$ cat src/rtl/pipe_ctrl_if.sv
// Control bundle between the pipeline sequencer and the IF/ID/EX/WB datapath.
// The sequencer side uses the master modport; the datapath side uses slave.
interface pipe_ctrl_if #(
    parameter int CNT_W = 16
);
    logic             en;
    logic [4:0]       sa_dof_t;
    logic [4:0]       sb_dof_t;
    logic             ma_dof_t;
    logic             mb_dof_t;
    logic             halt_dof_t;
    logic [4:0]       dr_ex;
    logic             rw_ex;
    logic [4:0]       dr_wb;
    logic             rw_wb;
    logic [1:0]       mc;
    logic             load_pc;
    logic             load_if;
    logic             load_dof;
    logic             bubble;
    logic             halt;
    logic [2:0]       state;
    logic [CNT_W-1:0] stall_cnt;
    logic [CNT_W-1:0] flush_cnt;

    modport master (
        input  en, sa_dof_t, sb_dof_t, ma_dof_t, mb_dof_t, halt_dof_t,
               dr_ex, rw_ex, dr_wb, rw_wb, mc,
        output load_pc, load_if, load_dof, bubble, halt, state,
               stall_cnt, flush_cnt
    );

    modport slave (
        output en, sa_dof_t, sb_dof_t, ma_dof_t, mb_dof_t, halt_dof_t,
               dr_ex, rw_ex, dr_wb, rw_wb, mc,
        input  load_pc, load_if, load_dof, bubble, halt, state,
               stall_cnt, flush_cnt
    );
endinterface

$ cat src/rtl/pipe_ctrl.sv
// Central sequencer for the 4-stage IF/ID/EX/WB pipeline: stage load enables,
// DOF bubble select, RAW-hazard stalls, branch flushes, HALT drain, perf counters.
module pipe_ctrl #(
    parameter int FILL_CYCLES  = 2,
    parameter int FLUSH_CYCLES = 2,
    parameter int DRAIN_CYCLES = 2,
    parameter int CNT_W        = 16,
    parameter bit WB_CHECK     = 1'b1
) (
    input logic         clk,
    input logic         rst_n,
    pipe_ctrl_if.master pif
);

    typedef enum logic [2:0] {
        IDLE   = 3'd0,
        FILL   = 3'd1,
        RUN    = 3'd2,
        STALL  = 3'd3,
        FLUSH  = 3'd4,
        PAUSE  = 3'd5,
        DRAIN  = 3'd6,
        HALTED = 3'd7
    } state_t;

    localparam logic [2:0] FILL_LAST  = 3'(FILL_CYCLES - 1);
    localparam logic [2:0] FLUSH_LAST = 3'(FLUSH_CYCLES - 1);
    localparam logic [2:0] DRAIN_LAST = 3'(DRAIN_CYCLES - 1);

    state_t           state_q, state_d;
    logic [2:0]       cnt_q, cnt_d;
    logic [CNT_W-1:0] stall_cnt_q, stall_cnt_d;
    logic [CNT_W-1:0] flush_cnt_q, flush_cnt_d;
    logic             hazA, hazB, haz, taken;
    logic             loadPc, loadIf, loadDof, bubble;

    // Register 0 is hardwired, and PC/constant operands never read the regfile.
    always_comb begin
        hazA = !pif.ma_dof_t && (pif.sa_dof_t != 5'd0) &&
               ((pif.rw_ex && (pif.dr_ex == pif.sa_dof_t)) ||
                (WB_CHECK && pif.rw_wb && (pif.dr_wb == pif.sa_dof_t)));
        hazB = !pif.mb_dof_t && (pif.sb_dof_t != 5'd0) &&
               ((pif.rw_ex && (pif.dr_ex == pif.sb_dof_t)) ||
                (WB_CHECK && pif.rw_wb && (pif.dr_wb == pif.sb_dof_t)));
        haz   = hazA || hazB;
        taken = (pif.mc != 2'b00);
    end

    always_comb begin
        state_d = state_q;
        cnt_d   = cnt_q;
        loadPc  = 1'b0;
        loadIf  = 1'b0;
        loadDof = 1'b0;
        bubble  = 1'b1;
        case (state_q)
            IDLE: begin
                if (pif.en) begin
                    state_d = FILL;
                    cnt_d   = 3'd0;
                end
            end
            FILL: begin
                loadPc  = 1'b1;
                loadIf  = 1'b1;
                loadDof = 1'b1;
                if (!pif.en) begin
                    state_d = IDLE;
                end else if (cnt_q == FILL_LAST) begin
                    state_d = RUN;
                end else begin
                    cnt_d = cnt_q + 3'd1;
                end
            end
            RUN: begin
                loadPc  = 1'b1;
                loadIf  = 1'b1;
                loadDof = 1'b1;
                bubble  = 1'b0;
                // A taken branch makes the DOF slot wrong-path, so it wins over haz/halt.
                if (taken) begin
                    bubble  = 1'b1;
                    state_d = FLUSH;
                    cnt_d   = 3'd0;
                end else if (haz) begin
                    loadPc  = 1'b0;
                    loadIf  = 1'b0;
                    loadDof = 1'b0;
                    bubble  = 1'b1;
                    state_d = STALL;
                end else if (pif.halt_dof_t) begin
                    loadPc  = 1'b0;
                    loadIf  = 1'b0;
                    loadDof = 1'b0;
                    state_d = DRAIN;
                    cnt_d   = 3'd0;
                end else if (!pif.en) begin
                    state_d = PAUSE;
                end
            end
            STALL: begin
                if (!haz) begin
                    loadPc  = 1'b1;
                    loadIf  = 1'b1;
                    loadDof = 1'b1;
                    bubble  = 1'b0;
                    state_d = RUN;
                end
            end
            FLUSH: begin
                loadPc  = 1'b1;
                loadIf  = 1'b1;
                loadDof = 1'b1;
                if (cnt_q == FLUSH_LAST) begin
                    state_d = RUN;
                end else begin
                    cnt_d = cnt_q + 3'd1;
                end
            end
            PAUSE: begin
                if (pif.en) begin
                    state_d = RUN;
                end
            end
            DRAIN: begin
                if (cnt_q == DRAIN_LAST) begin
                    state_d = HALTED;
                end else begin
                    cnt_d = cnt_q + 3'd1;
                end
            end
            HALTED: begin
                state_d = HALTED;
            end
            default: begin
                state_d = IDLE;
            end
        endcase
    end

    // Perf counters stick at all-ones rather than wrapping.
    always_comb begin
        stall_cnt_d = stall_cnt_q;
        flush_cnt_d = flush_cnt_q;
        if ((state_q == STALL) && (stall_cnt_q != '1)) begin
            stall_cnt_d = stall_cnt_q + 1'b1;
        end
        if ((state_q == FLUSH) && (flush_cnt_q != '1)) begin
            flush_cnt_d = flush_cnt_q + 1'b1;
        end
    end

    always_ff @(posedge clk or posedge rst_n) begin
        if (rst_n) begin
            state_q     <= IDLE;
            cnt_q       <= 3'd0;
            stall_cnt_q <= '0;
            flush_cnt_q <= '0;
        end else begin
            state_q     <= state_d;
            cnt_q       <= cnt_d;
            stall_cnt_q <= stall_cnt_d;
            flush_cnt_q <= flush_cnt_d;
        end
    end

    assign pif.load_pc   = loadPc;
    assign pif.load_if   = loadIf;
    assign pif.load_dof  = loadDof;
    assign pif.bubble    = bubble;
    assign pif.halt      = (state_q == HALTED);
    assign pif.state     = state_q;
    assign pif.stall_cnt = stall_cnt_q;
    assign pif.flush_cnt = flush_cnt_q;

endmodule

$ cat src/flat_wrapper.sv
// flat-port wrapper written by rule: the top's interface ports become plain ports
module pipe_ctrl_flat 
#(
    parameter int FILL_CYCLES  = 2,
    parameter int FLUSH_CYCLES = 2,
    parameter int DRAIN_CYCLES = 2,
    parameter int CNT_W        = 16,
    parameter bit WB_CHECK     = 1'b1
)
  (clk, rst_n, pif_en, pif_sa_dof_t, pif_sb_dof_t, pif_ma_dof_t, pif_mb_dof_t, pif_halt_dof_t, pif_dr_ex, pif_rw_ex, pif_dr_wb, pif_rw_wb, pif_mc, pif_load_pc, pif_load_if, pif_load_dof, pif_bubble, pif_halt, pif_state, pif_stall_cnt, pif_flush_cnt);
  pipe_ctrl_if #(.CNT_W(CNT_W)) pif_i ();
  input logic clk;
  input logic rst_n;
  input wire logic [$bits(pif_i.en)-1:0] pif_en;
  input wire logic [$bits(pif_i.sa_dof_t)-1:0] pif_sa_dof_t;
  input wire logic [$bits(pif_i.sb_dof_t)-1:0] pif_sb_dof_t;
  input wire logic [$bits(pif_i.ma_dof_t)-1:0] pif_ma_dof_t;
  input wire logic [$bits(pif_i.mb_dof_t)-1:0] pif_mb_dof_t;
  input wire logic [$bits(pif_i.halt_dof_t)-1:0] pif_halt_dof_t;
  input wire logic [$bits(pif_i.dr_ex)-1:0] pif_dr_ex;
  input wire logic [$bits(pif_i.rw_ex)-1:0] pif_rw_ex;
  input wire logic [$bits(pif_i.dr_wb)-1:0] pif_dr_wb;
  input wire logic [$bits(pif_i.rw_wb)-1:0] pif_rw_wb;
  input wire logic [$bits(pif_i.mc)-1:0] pif_mc;
  output wire logic [$bits(pif_i.load_pc)-1:0] pif_load_pc;
  output wire logic [$bits(pif_i.load_if)-1:0] pif_load_if;
  output wire logic [$bits(pif_i.load_dof)-1:0] pif_load_dof;
  output wire logic [$bits(pif_i.bubble)-1:0] pif_bubble;
  output wire logic [$bits(pif_i.halt)-1:0] pif_halt;
  output wire logic [$bits(pif_i.state)-1:0] pif_state;
  output wire logic [$bits(pif_i.stall_cnt)-1:0] pif_stall_cnt;
  output wire logic [$bits(pif_i.flush_cnt)-1:0] pif_flush_cnt;
  assign pif_i.en = pif_en;
  assign pif_i.sa_dof_t = pif_sa_dof_t;
  assign pif_i.sb_dof_t = pif_sb_dof_t;
  assign pif_i.ma_dof_t = pif_ma_dof_t;
  assign pif_i.mb_dof_t = pif_mb_dof_t;
  assign pif_i.halt_dof_t = pif_halt_dof_t;
  assign pif_i.dr_ex = pif_dr_ex;
  assign pif_i.rw_ex = pif_rw_ex;
  assign pif_i.dr_wb = pif_dr_wb;
  assign pif_i.rw_wb = pif_rw_wb;
  assign pif_i.mc = pif_mc;
  assign pif_load_pc = pif_i.load_pc;
  assign pif_load_if = pif_i.load_if;
  assign pif_load_dof = pif_i.load_dof;
  assign pif_bubble = pif_i.bubble;
  assign pif_halt = pif_i.halt;
  assign pif_state = pif_i.state;
  assign pif_stall_cnt = pif_i.stall_cnt;
  assign pif_flush_cnt = pif_i.flush_cnt;
  pipe_ctrl #(.FILL_CYCLES(FILL_CYCLES), .FLUSH_CYCLES(FLUSH_CYCLES), .DRAIN_CYCLES(DRAIN_CYCLES), .CNT_W(CNT_W), .WB_CHECK(WB_CHECK)) u_core (.clk(clk), .rst_n(rst_n), .pif(pif_i));
endmodule
$ cat config.mk
export PLATFORM = sky130hd
export DESIGN_NAME = pipe_ctrl_flat
export DESIGN_NICKNAME = d
export VERILOG_FILES = /design/src/rtl/pipe_ctrl_if.sv /design/src/rtl/pipe_ctrl.sv /design/src/flat_wrapper.sv
export SDC_FILE = /design/constraint.sdc
export NUM_CORES = 1
export LEC_CHECK = 0
export ABC_AREA = 0
export BUFFER_PORTS_ARGS = -buffer_cell sky130_fd_sc_hd__buf_2
export CORE_ASPECT_RATIO = 1.4
export CORE_MARGIN = 2
export CORE_UTILIZATION = 23
export CTS_CLUSTER_DIAMETER = 50
export DETAILED_ROUTE_END_ITERATION = 6
export HOLD_SLACK_MARGIN = 0.02
export MAX_ROUTING_LAYER = met4
export SYNTH_ARGS = -nofsm -noshare
export SYNTH_HDL_FRONTEND = slang
export SYNTH_SLANG_ARGS = --single-unit
$ cat constraint.sdc
create_clock -name clk -period 2.3 [get_ports clk]
set_clock_uncertainty 0.1 [all_clocks]
set_input_delay 0.115 -clock clk [delete_from_list [all_inputs] [get_ports clk]]
set_output_delay 0.115 -clock clk [all_outputs]
set_load 0.01 [all_outputs]
[Yosys cells after proc, flatten, opt, wreduce, memory -nomap -nowiden]
Index checks and enable logic that the tools add are counted.
Storage, ports and cells
  register bits: 38
  input bits: 30
  output and inout bits: 40
Operators by class
  add/subtract/negate cells: 3
  equal/unequal tests: 22
  muxes and demuxes: 26
  reduce and logical (&&, ||, !) cells: 24
Operators with widths (number)
  2-to-1 mux 3 bit: 16
  adder 16 x 1 -> 16 bit, second input constant: 2
  != test 16 bit, second input constant: 2
  case mux 3 bit (8 select lines): 1
  == test 5 bit: 4
  == test 3 bit, second input constant: 4
  case mux 3 bit (4 select lines): 1
  logical AND 1 bit: 10
  AND reduction 5 bit: 2
  nonzero test 5 bit: 2
  != test 2 bit, second input constant: 4
  == test 3 x 1 -> 1 bit, second input constant: 2
  == test 3 x 2 -> 1 bit, second input constant: 2
  2-to-1 mux 1 bit: 6
  != test 5 x 3 -> 1 bit, second input constant: 1
  nonzero test 4 bit: 1
  OR reduction 2 bit: 2
  adder 3 x 1 -> 3 bit, second input constant: 1
  zero test 3 bit: 1
  logical OR 1 bit: 3
  != test 3 x 2 -> 1 bit, second input constant: 1
  != test 3 bit, second input constant: 1
  case mux 1 bit (3 select lines): 1
  zero test 1 bit: 2
  other kinds (3): 3

[Longest topological paths before layout]
  depth in word-level cells: 8
  mapped depth: 8

[Worst setup path before layout]
OpenSTA, ideal clock, no wires.
  kind: register to output
  from: register u_core.state_q[1] (netlist: u_core.pif.state[1])
  to: output port pif_load_if
  arrival time: 1.688 ns
  data required time: 2.085 ns
  path slack: 0.397 ns
  stages on the path, launching flop included: 8
  cell sequence: dfrtp_1 > buf_2 > clkbuf_1 > nor2_1 > a31oi_1 > o21ai_0 > o21ai_0 > buf_4
Between the ends
  longest elaborated chain between the ends: 3
  elaborated cells between the ends (all ways): 6
Ends and longest elaborated chain
  start: declaration: RTL line pipe_ctrl.sv:30  | state_t state_q, state_d;
  start signal: assignment: RTL line pipe_ctrl.sv:160  | state_q <= state_d;
  == test 3 x 1 -> 1 bit or == test 3 bit (tied branches)
  OR reduction 2 bit (no line)
  case mux 1 bit (3 select lines) (*)
  end: declaration: RTL line flat_wrapper.sv:26  | output wire logic [$bits(pif_i.load_if)-1:0] pif_load_if;
Every way passes the cells marked *; elsewhere a longest branch is shown, timed or not.

[Worst setup path in the final report]
  from: register u_core.state_q[0] (netlist: u_core.pif.state[0])
  to: register u_core.stall_cnt_q[13] (netlist: u_core.pif.stall_cnt[13])
Between the ends
  longest elaborated chain between the ends: 2
Ends and longest elaborated chain
  == test 3 x 2 -> 1 bit: RTL line pipe_ctrl.sv:145  | if ((state_q == STALL) && (stall_cnt_q != '1)) begin
  logical AND 1 bit: RTL line pipe_ctrl.sv:145
  end signal: assignment: RTL line pipe_ctrl.sv:162  | stall_cnt_q <= stall_cnt_d;
  end: declaration: RTL line pipe_ctrl.sv:32  | logic [CNT_W-1:0] stall_cnt_q, stall_cnt_d;
Every way passes these cells.
A chain may end at the register's enable or synchronous reset.

==> results.txt <==
Fin Setup TNS - 0 ns
IO Count - 70
Initial Util - 23.5%
final worst-path cycle share - 89.3%
Worst EP arrival - 2.10 ns
drt pass-1 iters - 4
Synth Net Count - 283
Clk Latency, worst-skew pair - 0.27 ns
Slew Viols, Final - 0
Post-DP Area - 2900 sq um
Root Buffer - clkbuf_16
Setup Viol. Count Final - 0
CP max FO - 16
Final ANT Viol Nets - 0
Max IR drop VDD - 0.000250 V
RSZ-0062 raised after global routing - false
clock sink count - 38
Post-Layout Cell Count - 457
Fill cells - 1,091
simple-gate share of the synthesized area - 24.0%
Cell Rows - 44
Area Growth Syn to Fin - 26.1%
number of global-route vias before repair - 2,048
vias - 2,056
total gr overflow - 0
final hold vios - 0
WP buf/inv - 1
CP delay by family, top - simple AND/OR/NAND/NOR gates
gpl congestion - 0.861
Setup CP Type - register to register
CTS tree - built
area taken by flip-flops and latches - 951 sq um
multiplexer share of the synthesized area - 1.81%
Top FF cell, synth - dfrtp_1
Remaining DRCs - 0
mapped cell area - 2420 sq um
EDFF count, synth - 0
asr flop ratio synth - 100%
DR vias/cell - 4.50
Worst EP required - 2.35 ns
Horiz. Die Dim - 90.6 um
Critical Path Max Stage Delay - 0.62 ns
largest cells by area after synthesis - dfrtp_1 39%, xnor2_1 12%, xor2_1 5.1%
layout cells sized above 1 - 30.1%
H-Tree Depth - 2
Startpoint Class - register
critical path's slowest cell - dfrtp_1
Critical Path End Type - register
largest family of logic cells by synthesized area - simple AND/OR/NAND/NOR gates
core area - 10,300 sq um
initial antenna violation count - 0
placed insts - 449
Total GRT Usage - 10.6%
Pwr per Cell Area - 705 nW/um^2
clock slew at reported path FFs - 0.06 ns
Synth Register Bits - 38
Synth top area share - 39.3%
worst rel slew slack - 64.1%
Avg Cell Area, Syn - 9.71 sq um
die area - 11,400 sq um
Hold WC Path Type - input port to register
first-pass GRT wire length - 9.72 mm
number of distinct library cells after synthesis - 50
Ys Warns - 0
largest area contributor in the netlist - dfrtp_1
largest net degree at the start of global routing - 39
clock buffer depth - 2
Final HPWL DP - 4.59 mm
Final nets - 353
adder-cell share of the synthesized area - 2.07%
ANT cells - 0
cells along the critical path - inv_2, nor3b_2, o31a_4, nand4_4, nand2b_1, xnor2_1
FMAX - 487 MHz
Die Span Y - 125 um
Maximum Capacitance Violations - 0
status - finished clean
Final min period - 2.05 ns
CTS Buf Count - 5
xor and xnor area share after synthesis - 17.4%
starting DRC count in detailed routing - 155
area taken by multi-input logic gates - 1380 sq um
Buffers on Ports - 69
register area share after synthesis - 39.3%
Synth Area in Compound Gates - 11.9%
fin area - 3050 sq um
Pleak - 1.45 nW
measured slew at the worst slew-check pin - 0.538 ns
WL/cell - 12.6 um
Syn Inst Count - 249
Total Wirelength - 5.77 mm
-- report_power, final --
part	total (mW)	leakage [nW]	switching (mW)	internal, mW
clock network	0.643	0.0694	0.252	0.391
logic	0.595	0.880	0.319	0.276
registers	0.910	0.502	0.144	0.766
-- final timing paths --
path	startpoint	end	slack, ns	depth (start not counted)
setup / recovery	u_core.pif.state[0]$_DFFE_PP0P_	u_core.pif.stall_cnt[13]$_DFFE_PP0P_	0.25	6
hold / removal	pif_halt_dof_t	u_core.cnt_q[0]$_DFFE_PP0P_	0.12	3
setup reg to reg	u_core.pif.state[0]$_DFFE_PP0P_	u_core.pif.stall_cnt[13]$_DFFE_PP0P_	0.25	6
hold reg to reg	u_core.pif.stall_cnt[3]$_DFFE_PP0P_	u_core.pif.stall_cnt[3]$_DFFE_PP0P_	0.39	1
max in group asynchronous	rst_n	u_core.pif.stall_cnt[9]$_DFFE_PP0P_	1.37	4
min in group asynchronous	rst_n	u_core.pif.flush_cnt[10]$_DFFE_PP0P_	0.40	4
-- worst min-delay path: cells and delay by family --
family	cells	cell delay [ns]
AO/OA/AOI/OAI	2	0.21
buffers and inverters	1	0.13
-- per-layer routing --
| metal | GRT usage (%) | vias up | part of all wire, % |
|---|---|---|---|
| met5 | - | - | 0 |
| met4 | 3.53 | 0 | 1.6 |
| met3 | 1.57 | 9 | 4.7 |
| met2 | 18.4 | 68 | 52 |
| met1 | 12.5 | 972 | 42 |
| li1 | - | 1007 | - |
-- sequential cells by signal, indices dropped and copies added, names as in the netlist --
name                  flops
u_core.pif.state          3
u_core.pif.stall_cnt     16
u_core.cnt_q              3
u_core.pif.flush_cnt     16
-- area by class of cell --
cell class | instances | area share (%)
Clock buffer | 5 | 4.11
Clock inverter | 2 | 0.328
Sequential cell | 38 | 31.2
Multi-Input combinational cell | 191 | 45.3
Inverter | 12 | 1.48
Timing Repair Buffer | 71 | 11.9
Tap cell | 138 | 5.67
-- cells in the final DEF, fill, tap and decap left out, types with 3 or more instances in the layout --
master,n
a21oi_1,9
a31oi_1,5
and3_1,3
buf_2,69
clkbuf_16,5
dfrtp_1,38
ha_1,4
inv_1,11
mux2_2,3
nand2_1,18
nand2b_1,4
nand3_1,10
nand4_1,7
nand4_4,3
nor2_1,26
nor3_1,6
o21ai_0,6
xnor2_1,34
xor2_1,14
-- logic make-up after synthesis --
logic type                 count (synthesis)
and+or+nand+nor                           96
xor gates and xnor gates                  48
AOI/OAI and AO/OA                         39
DFF                                       38
buffers and inverters                     20
muxes                                      4
adders and majority gates                  4
-- cell usage after synthesis, drive strengths merged, types with 2 or more instances --
cell / instances
dfrtp: 38
xnor2: 34
nor2: 26
nand2: 18
xor2: 14
inv: 12
nand3: 10
nand4: 10
a21oi: 9
o21ai: 7
nor3: 6
a31oi: 5
buf: 4
clkbuf: 4
ha: 4
nand2b: 4
nor3b: 4
and3: 3
and4: 3
mux2: 3
nand3b: 3
nor4: 3
a211oi: 2
a311o: 2
and2: 2
o22ai: 2
-- through the flow --
step | total power, mW | util (%) | hold slack, ns | setup slack [ns]
3_5_place_dp | 1.53 | 28.2 | 0.165 | 0.243
3_3_place_gp | 1.51 | 28.2 | 0.159 | 0.324
4_1_cts | 2.19 | 29.6 | 0.116 | 0.0798
6_report | 2.15 | 29.6 | 0.118 | 0.247
5_1_grt | 2.30 | 29.6 | 0.138 | 0.0603
2_1_floorplan | 1.29 | - | 0.207 | 0.397
-- repair_timing --
action,4_1_cts,5_1_grt
buffers inserted,0,0
setup endpoints to repair,0,3
gates resized for setup,0,1
hold endpoints to repair,38,0
hold buffers,1,0
Power figures use the tool's default switching activity.
